===== src/rtl/mmu_seq.sv =====
// mmu_seq: command sequencer for the systolic matrix-multiply unit.
// Runs LOAD_W / MATMUL / SYNC against the mmu rdy handshakes.
//
// Ports:
//   clk, rst          clock, async active-high reset
//   cmd_valid/ready   command handshake (ready only when idle)
//   cmd_op, cmd_count 0 NOP, 1 LOAD_W, 2 MATMUL, 3 SYNC; tile count
//   weight_ld_rdy     mmu weight-load status
//   weight_ld_start   one-cycle weight-load strobe
//   mult_rdy          mmu multiply status
//   mult_run          one-cycle multiply strobe
//   busy, done, err   status; done/err are one-cycle pulses
//   tiles_done        tiles finished in current/last MATMUL
//   weights_loaded    weights valid in the array
//   err_code          0 none, 1 timeout, 2 no weights
module mmu_seq #(
  parameter int CNT_W   = 16,
  parameter int TIMEOUT = 1024
) (
  input  logic             clk,
  input  logic             rst,
  input  logic             cmd_valid,
  output logic             cmd_ready,
  input  logic [1:0]       cmd_op,
  input  logic [CNT_W-1:0] cmd_count,
  input  logic             weight_ld_rdy,
  output logic             weight_ld_start,
  input  logic             mult_rdy,
  output logic             mult_run,
  output logic             busy,
  output logic             done,
  output logic [CNT_W-1:0] tiles_done,
  output logic             weights_loaded,
  output logic             err,
  output logic [1:0]       err_code
);

  localparam int TW = $clog2(TIMEOUT + 1);
  localparam logic [TW-1:0] TMO_LAST = TW'(TIMEOUT - 1);

  typedef enum logic [3:0] {
    IDLE, LD_WAIT, LD_FIRE, LD_ACK, LD_DONE,
    MM_CHK, MM_WAIT, MM_FIRE, MM_ACK, MM_DONE,
    SYNC_WAIT
  } state_t;

  state_t state_q, state_d;
  logic [TW-1:0] tmo_q, tmo_d;
  logic [CNT_W-1:0] count_q, count_d;
  logic [CNT_W-1:0] tiles_d, tiles_inc;
  logic wl_d, done_d, err_d;
  logic [1:0] code_d;
  logic wait_st, ld_st;

  assign tiles_inc = tiles_done + CNT_W'(1);

  always_comb begin
    state_d = state_q;
    tmo_d   = tmo_q;
    count_d = count_q;
    tiles_d = tiles_done;
    wl_d    = weights_loaded;
    code_d  = err_code;
    done_d  = 1'b0;
    err_d   = 1'b0;
    wait_st = 1'b0;
    ld_st   = 1'b0;
    unique case (state_q)
      IDLE: begin
        if (cmd_valid && cmd_ready) begin
          code_d = 2'd0;
          unique case (cmd_op)
            2'd0: done_d = 1'b1;
            2'd1: begin
              state_d = LD_WAIT;
              wl_d    = 1'b0;
            end
            2'd2: begin
              state_d = MM_CHK;
              count_d = cmd_count;
              tiles_d = '0;
            end
            default: state_d = SYNC_WAIT;
          endcase
        end
      end
      LD_WAIT: begin
        wait_st = 1'b1;
        ld_st   = 1'b1;
        if (weight_ld_rdy) state_d = LD_FIRE;
      end
      LD_FIRE: state_d = LD_ACK;
      LD_ACK: begin
        wait_st = 1'b1;
        ld_st   = 1'b1;
        if (!weight_ld_rdy) state_d = LD_DONE;
      end
      LD_DONE: begin
        wait_st = 1'b1;
        ld_st   = 1'b1;
        if (weight_ld_rdy) begin
          state_d = IDLE;
          wl_d    = 1'b1;
          done_d  = 1'b1;
        end
      end
      MM_CHK: begin
        if (count_q == '0) begin
          state_d = IDLE;
          done_d  = 1'b1;
        end else if (!weights_loaded) begin
          state_d = IDLE;
          err_d   = 1'b1;
          code_d  = 2'd2;
        end else begin
          state_d = MM_WAIT;
        end
      end
      MM_WAIT: begin
        wait_st = 1'b1;
        if (mult_rdy) state_d = MM_FIRE;
      end
      MM_FIRE: state_d = MM_ACK;
      MM_ACK: begin
        wait_st = 1'b1;
        if (!mult_rdy) state_d = MM_DONE;
      end
      MM_DONE: begin
        wait_st = 1'b1;
        if (mult_rdy) begin
          tiles_d = tiles_inc;
          if (tiles_inc == count_q) begin
            state_d = IDLE;
            done_d  = 1'b1;
          end else begin
            state_d = MM_WAIT;
          end
        end
      end
      SYNC_WAIT: begin
        wait_st = 1'b1;
        if (weight_ld_rdy && mult_rdy) begin
          state_d = IDLE;
          done_d  = 1'b1;
        end
      end
      default: state_d = IDLE;
    endcase
    // abort only when this cycle made no progress
    if (wait_st && state_d == state_q) begin
      if (tmo_q == TMO_LAST) begin
        state_d = IDLE;
        err_d   = 1'b1;
        code_d  = 2'd1;
        if (ld_st) wl_d = 1'b0;
      end else begin
        tmo_d = tmo_q + 1'b1;
      end
    end
    if (state_d != state_q) tmo_d = '0;
  end

  // outputs are registered from the next state
  always_ff @(posedge clk or posedge rst) begin
    if (rst) begin
      state_q         <= IDLE;
      tmo_q           <= '0;
      count_q         <= '0;
      tiles_done      <= '0;
      weights_loaded  <= 1'b0;
      err_code        <= 2'd0;
      done            <= 1'b0;
      err             <= 1'b0;
      weight_ld_start <= 1'b0;
      mult_run        <= 1'b0;
      busy            <= 1'b0;
      cmd_ready       <= 1'b0;
    end else begin
      state_q         <= state_d;
      tmo_q           <= tmo_d;
      count_q         <= count_d;
      tiles_done      <= tiles_d;
      weights_loaded  <= wl_d;
      err_code        <= code_d;
      done            <= done_d;
      err             <= err_d;
      weight_ld_start <= (state_d == LD_FIRE);
      mult_run        <= (state_d == MM_FIRE);
      busy            <= (state_d != IDLE);
      cmd_ready       <= (state_d == IDLE);
    end
  end

endmodule


===== config.mk =====
export PLATFORM = sky130hd
export DESIGN_NAME = mmu_seq
export DESIGN_NICKNAME = d
export VERILOG_FILES = /design/src/rtl/mmu_seq.sv
export SDC_FILE = /design/constraint.sdc
export NUM_CORES = 1
export LEC_CHECK = 0
export ABC_AREA = 0
export CORE_MARGIN = 8
export CORE_UTILIZATION = 60
export DETAILED_ROUTE_END_ITERATION = 16
export GPL_TIMING_DRIVEN = 0
export PLACE_DENSITY = 0.9
export SLEW_MARGIN = 20
export SYNTH_ARGS = -nofsm -noshare
export SYNTH_HDL_FRONTEND = slang
export SYNTH_SLANG_ARGS = --single-unit
export TNS_END_PERCENT = 50

===== constraint.sdc =====
create_clock -name clk -period 8.2 [get_ports clk]
set_clock_uncertainty 0.2 [all_clocks]
set_input_delay 1.64 -clock clk [delete_from_list [all_inputs] [get_ports clk]]
set_output_delay 1.64 -clock clk [all_outputs]
set_load 0.01 [all_outputs]

==> impl_metrics.env <==
export IMPL_status="finished, final reports clean"
export IMPL_whs_ns=0.3303
export IMPL_synth_fa_ha_area_frac=0.02061
export IMPL_portBuffers=47
export IMPL_ys_flop_type="dfrtp_1"
export IMPL_antenna_found_initial=0
export IMPL_hold_path_depth=1
export IMPL_drive_gt1_frac=0.1481
export IMPL_finalCritPeriodShare=0.5531
export IMPL_reg2reg_to="busy$_DFF_PP0_"
export IMPL_switching_share=0.4151
export IMPL_rsz0062_at_grt="no"
export IMPL_cts_sinks=56
export IMPL_ff2ff_path_depth=9
export IMPL_drt_iter0_drc=183
export IMPL_synthMuxAreaShare=0.06321
export IMPL_end_kind="flip-flop"
export IMPL_postRouteAntennaNets=0
export IMPL_cts_made_buffers=5
export IMPL_p_seq_frac=0.342
export IMPL_post_cts_buffers=0
export IMPL_syn_area_mm2=0.003642
export IMPL_synth_compound_area_frac=0.1594
export IMPL_cap_violations=0
export IMPL_die_w_um=93.91
export IMPL_power_density_mw_per_mm2=276.2
export IMPL_syn2layout_area_growth_pct=19.10
export IMPL_reg2reg_from="tiles_done[0]$_DFFE_PP0P_"
export IMPL_grt_overflow_total=0
export IMPL_synth_simple_gate_area_frac=0.2532
export IMPL_wire_per_inst_um=17.68
export IMPL_slew_viol_final=0
export IMPL_synth_cell_types=62
export IMPL_synth_top_family_by_area="simple AND/OR/NAND/NOR gates"
export IMPL_hpwlAfterDp_mm=6.837
export IMPL_insertion_delay_ns=0.31
export IMPL_min_period_ns=4.535
export IMPL_synth_xor_area_frac=0.08176
export IMPL_cp_max_fo=10
export IMPL_syn_nets=414
export IMPL_cts_htree_levels=2
export IMPL_critical_path_class="input port to flip-flop"
export IMPL_synth_edff_count=0
export IMPL_die_y_um=93.91
export IMPL_synth_seq_area_share=0.3847
export IMPL_num_vias=3245
export IMPL_holdPathEnd="err_code[0]$_DFF_PP0_"
export IMPL_setup_viol=0
export IMPL_clkTransAtPathRegs_ns=0.10
export IMPL_async_reset_ff_frac=1.000
export IMPL_die_area_mm2=0.008819
export IMPL_ir_worst_vdd_mv=0.1580
export IMPL_drcViolationCount=0
export IMPL_cts_root_buf="clkbuf_8"
export IMPL_max_freq_mhz=220.5
export IMPL_holdBufCountCts=0
export IMPL_grt_pass1_wl_mm=15.01
export IMPL_start_util=0.6188
export IMPL_dp_cells=507
export IMPL_r2r_setup_slack_ns=5.08
export IMPL_place_congestion=0.9397
export IMPL_hp_start="err_code[0]$_DFF_PP0_"
export IMPL_cts_tree="built"
export IMPL_num_io_pins=48
export IMPL_power_uw=1198
export IMPL_diodes=0
export IMPL_rows=28
export IMPL_grt_start_max_net_pins=57
export IMPL_finalWirelength_mm=9.086
export IMPL_relSlewSlack=0.5496
export IMPL_clk_path_buf_depth=2
export IMPL_avgSynthCellArea_um2=9.460
export IMPL_core_area_mm2=0.005886
export IMPL_nNetsFinal=468
export IMPL_leakagePower_uw=0.001842
export IMPL_grt_total_usage=0.2087
export IMPL_first_pass_iters=5
export IMPL_ys_ff_latch=56
export IMPL_hp_class="flip-flop to flip-flop"
export IMPL_cp_arrival_ns=4.53
export IMPL_finalNonFillerCells=514
export IMPL_internal_power_uw=700.7
export IMPL_nFillCells=438
export IMPL_power_switching_uw=497.3
export IMPL_p_comb_frac=0.485
export IMPL_yosys_warnings=0
export IMPL_clockPowerShare=0.173
export IMPL_hold_violations=0
export IMPL_synth_cells=385
export IMPL_tightestPinTransition_ns=0.6755
export IMPL_vias_per_cell=6.313
export IMPL_cp_required_ns=8.20
export IMPL_cp_start_kind="input port"
export IMPL_cts_resized=0
export IMPL_setup_tns_ns=0
export IMPL_first_global_vias=3161
cells by family (layout without fill, tap and decap cells):
| group | Yosys count | after routing |
|---|---|---|
| adder cells (fa/ha/maj) | 6 | 6 |
| multiplexers | 21 | 21 |
| AO/OA/AOI/OAI | 86 | 86 |
| buffers and inverters | 30 | 84 |
| flip-flops | 56 | 56 |
| AND/OR/NAND/NOR | 152 | 152 |
| XOR/XNOR | 34 | 34 |
final cells by class:
type,count,area [µm²],share of cell area
Timing Repair Buffer,47,470.5,0.1085
Tap cell,75,93.84,0.02163
Multi-Input combinational cell,299,2106,0.4854
Sequential cell,56,1401,0.3230
Buffer,20,97.59,0.02250
Clock inverter,2,60.06,0.01384
Inverter,10,40.04,0.009230
Clock buffer,5,68.82,0.01586
worst max-delay path: stages:
cell             delay (ns)
clkdlybuf4s50_1        0.54
inv_1                  0.08
ha_1                   0.31
nor4b_1                0.16
a211oi_1               0.24
a21boi_2               0.28
o221ai_4               0.18
nor3_4                 0.35
o21ai_0                0.19
o21ai_0                0.14
buf_2                  0.33
nor3_2                 0.08
worst max-delay path by stage:
stage / start / to / slack [ns] / cells after the start
final: cmd_op[0] / tmo_q[2]$_DFFE_PP0P_ / 3.66 / 12
after global routing: cmd_op[1] / tmo_q[5]$_DFFE_PP0P_ / 3.50 / 12
after CTS: cmd_op[0] / tmo_q[2]$_DFFE_PP0P_ / 3.70 / 12
after detailed placement: cmd_op[0] / tmo_q[2]$_DFFE_PP0P_ / 3.38 / 12
after global placement: cmd_op[0] / tmo_q[1]$_DFFE_PP0P_ / 3.46 / 12
after floorplan: cmd_op[0] / tmo_q[1]$_DFFE_PP0P_ / 4.26 / 11
Yosys cell counts, types with 4 or more instances:
| cell | number | area (µm²) |
|---|---|---|
| ha_1 | 6 | 75.07 |
| xnor2_1 | 13 | 113.9 |
| nand2_1 | 37 | 138.9 |
| mux2_2 | 16 | 180.2 |
| nand4_1 | 10 | 62.56 |
| xor2_1 | 21 | 183.9 |
| nor4_1 | 7 | 43.79 |
| nor2_1 | 27 | 101.4 |
| o22ai_1 | 4 | 25.02 |
| a21oi_1 | 10 | 50.05 |
| dfrtp_1 | 56 | 1401 |
| a211oi_1 | 6 | 45.04 |
| nor3_1 | 5 | 25.02 |
| a31oi_1 | 4 | 25.02 |
| o31ai_1 | 4 | 30.03 |
| mux2i_1 | 5 | 50.05 |
| buf_2 | 9 | 45.04 |
| inv_1 | 8 | 30.03 |
| o21ai_0 | 31 | 155.2 |
| nand3_1 | 12 | 60.06 |
| clkbuf_1 | 9 | 33.78 |
| nor3_2 | 11 | 110.1 |
| and3_1 | 8 | 50.05 |
| nand2b_1 | 9 | 56.30 |
sequential cells by signal, summed over array words and instances, names as in the netlist:
register,flops
done,1
count_q,16
weights_loaded,1
tmo_q,11
weight_ld_start,1
busy,1
tiles_done,16
state_q,4
mult_run,1
err,1
cmd_ready,1
err_code,2
cells in the final DEF (no fill, tap or decap), types with 5 or more instances in the layout:
| cell type | instances |
|---|---|
| a211oi_1 | 6 |
| a21oi_1 | 10 |
| and3_1 | 8 |
| buf_2 | 9 |
| clkbuf_1 | 9 |
| clkbuf_8 | 5 |
| clkdlybuf4s50_1 | 47 |
| dfrtp_1 | 56 |
| ha_1 | 6 |
| inv_1 | 7 |
| mux2_2 | 16 |
| mux2i_1 | 5 |
| nand2_1 | 37 |
| nand2b_1 | 9 |
| nand3_1 | 12 |
| nand4_1 | 10 |
| nor2_1 | 27 |
| nor3_1 | 5 |
| nor3_2 | 11 |
| nor4_1 | 7 |
| o21ai_0 | 31 |
| xnor2_1 | 13 |
| xor2_1 | 21 |
routing by layer:
| layer | up-vias | track usage | wire length, µm |
|---|---|---|---|
| met3 | 19 | 0.03757 | 560 |
| met1 | 1573 | 0.2571 | 3894 |
| li1 | 1511 | - | - |
| met5 | - | 0 | 0 |
| met4 | 0 | 0.07133 | 189 |
| met2 | 142 | 0.3571 | 4442 |
power groups by stage:
stage | sequential, µW | clock [µW] | combinational, µW
2_1_floorplan | 401 | 0 | 423
3_3_place_gp | 408 | 0 | 556
3_5_place_dp | 412 | 0 | 572
4_1_cts | 407 | 209 | 576
5_1_grt | 416 | 217 | 635
6_report | 410 | 208 | 581
through the flow:
step	worst slack, ns	utilization	area (µm²)
final	3.665	0.7370	4338
after global placement	3.460	0.7147	4207
after global routing	3.496	0.7370	4338
after floorplan	4.257	-	3642
after detailed placement	3.379	0.7151	4209
after CTS	3.702	0.7370	4338
No activity file was read; power rests on OpenSTA's default activity.
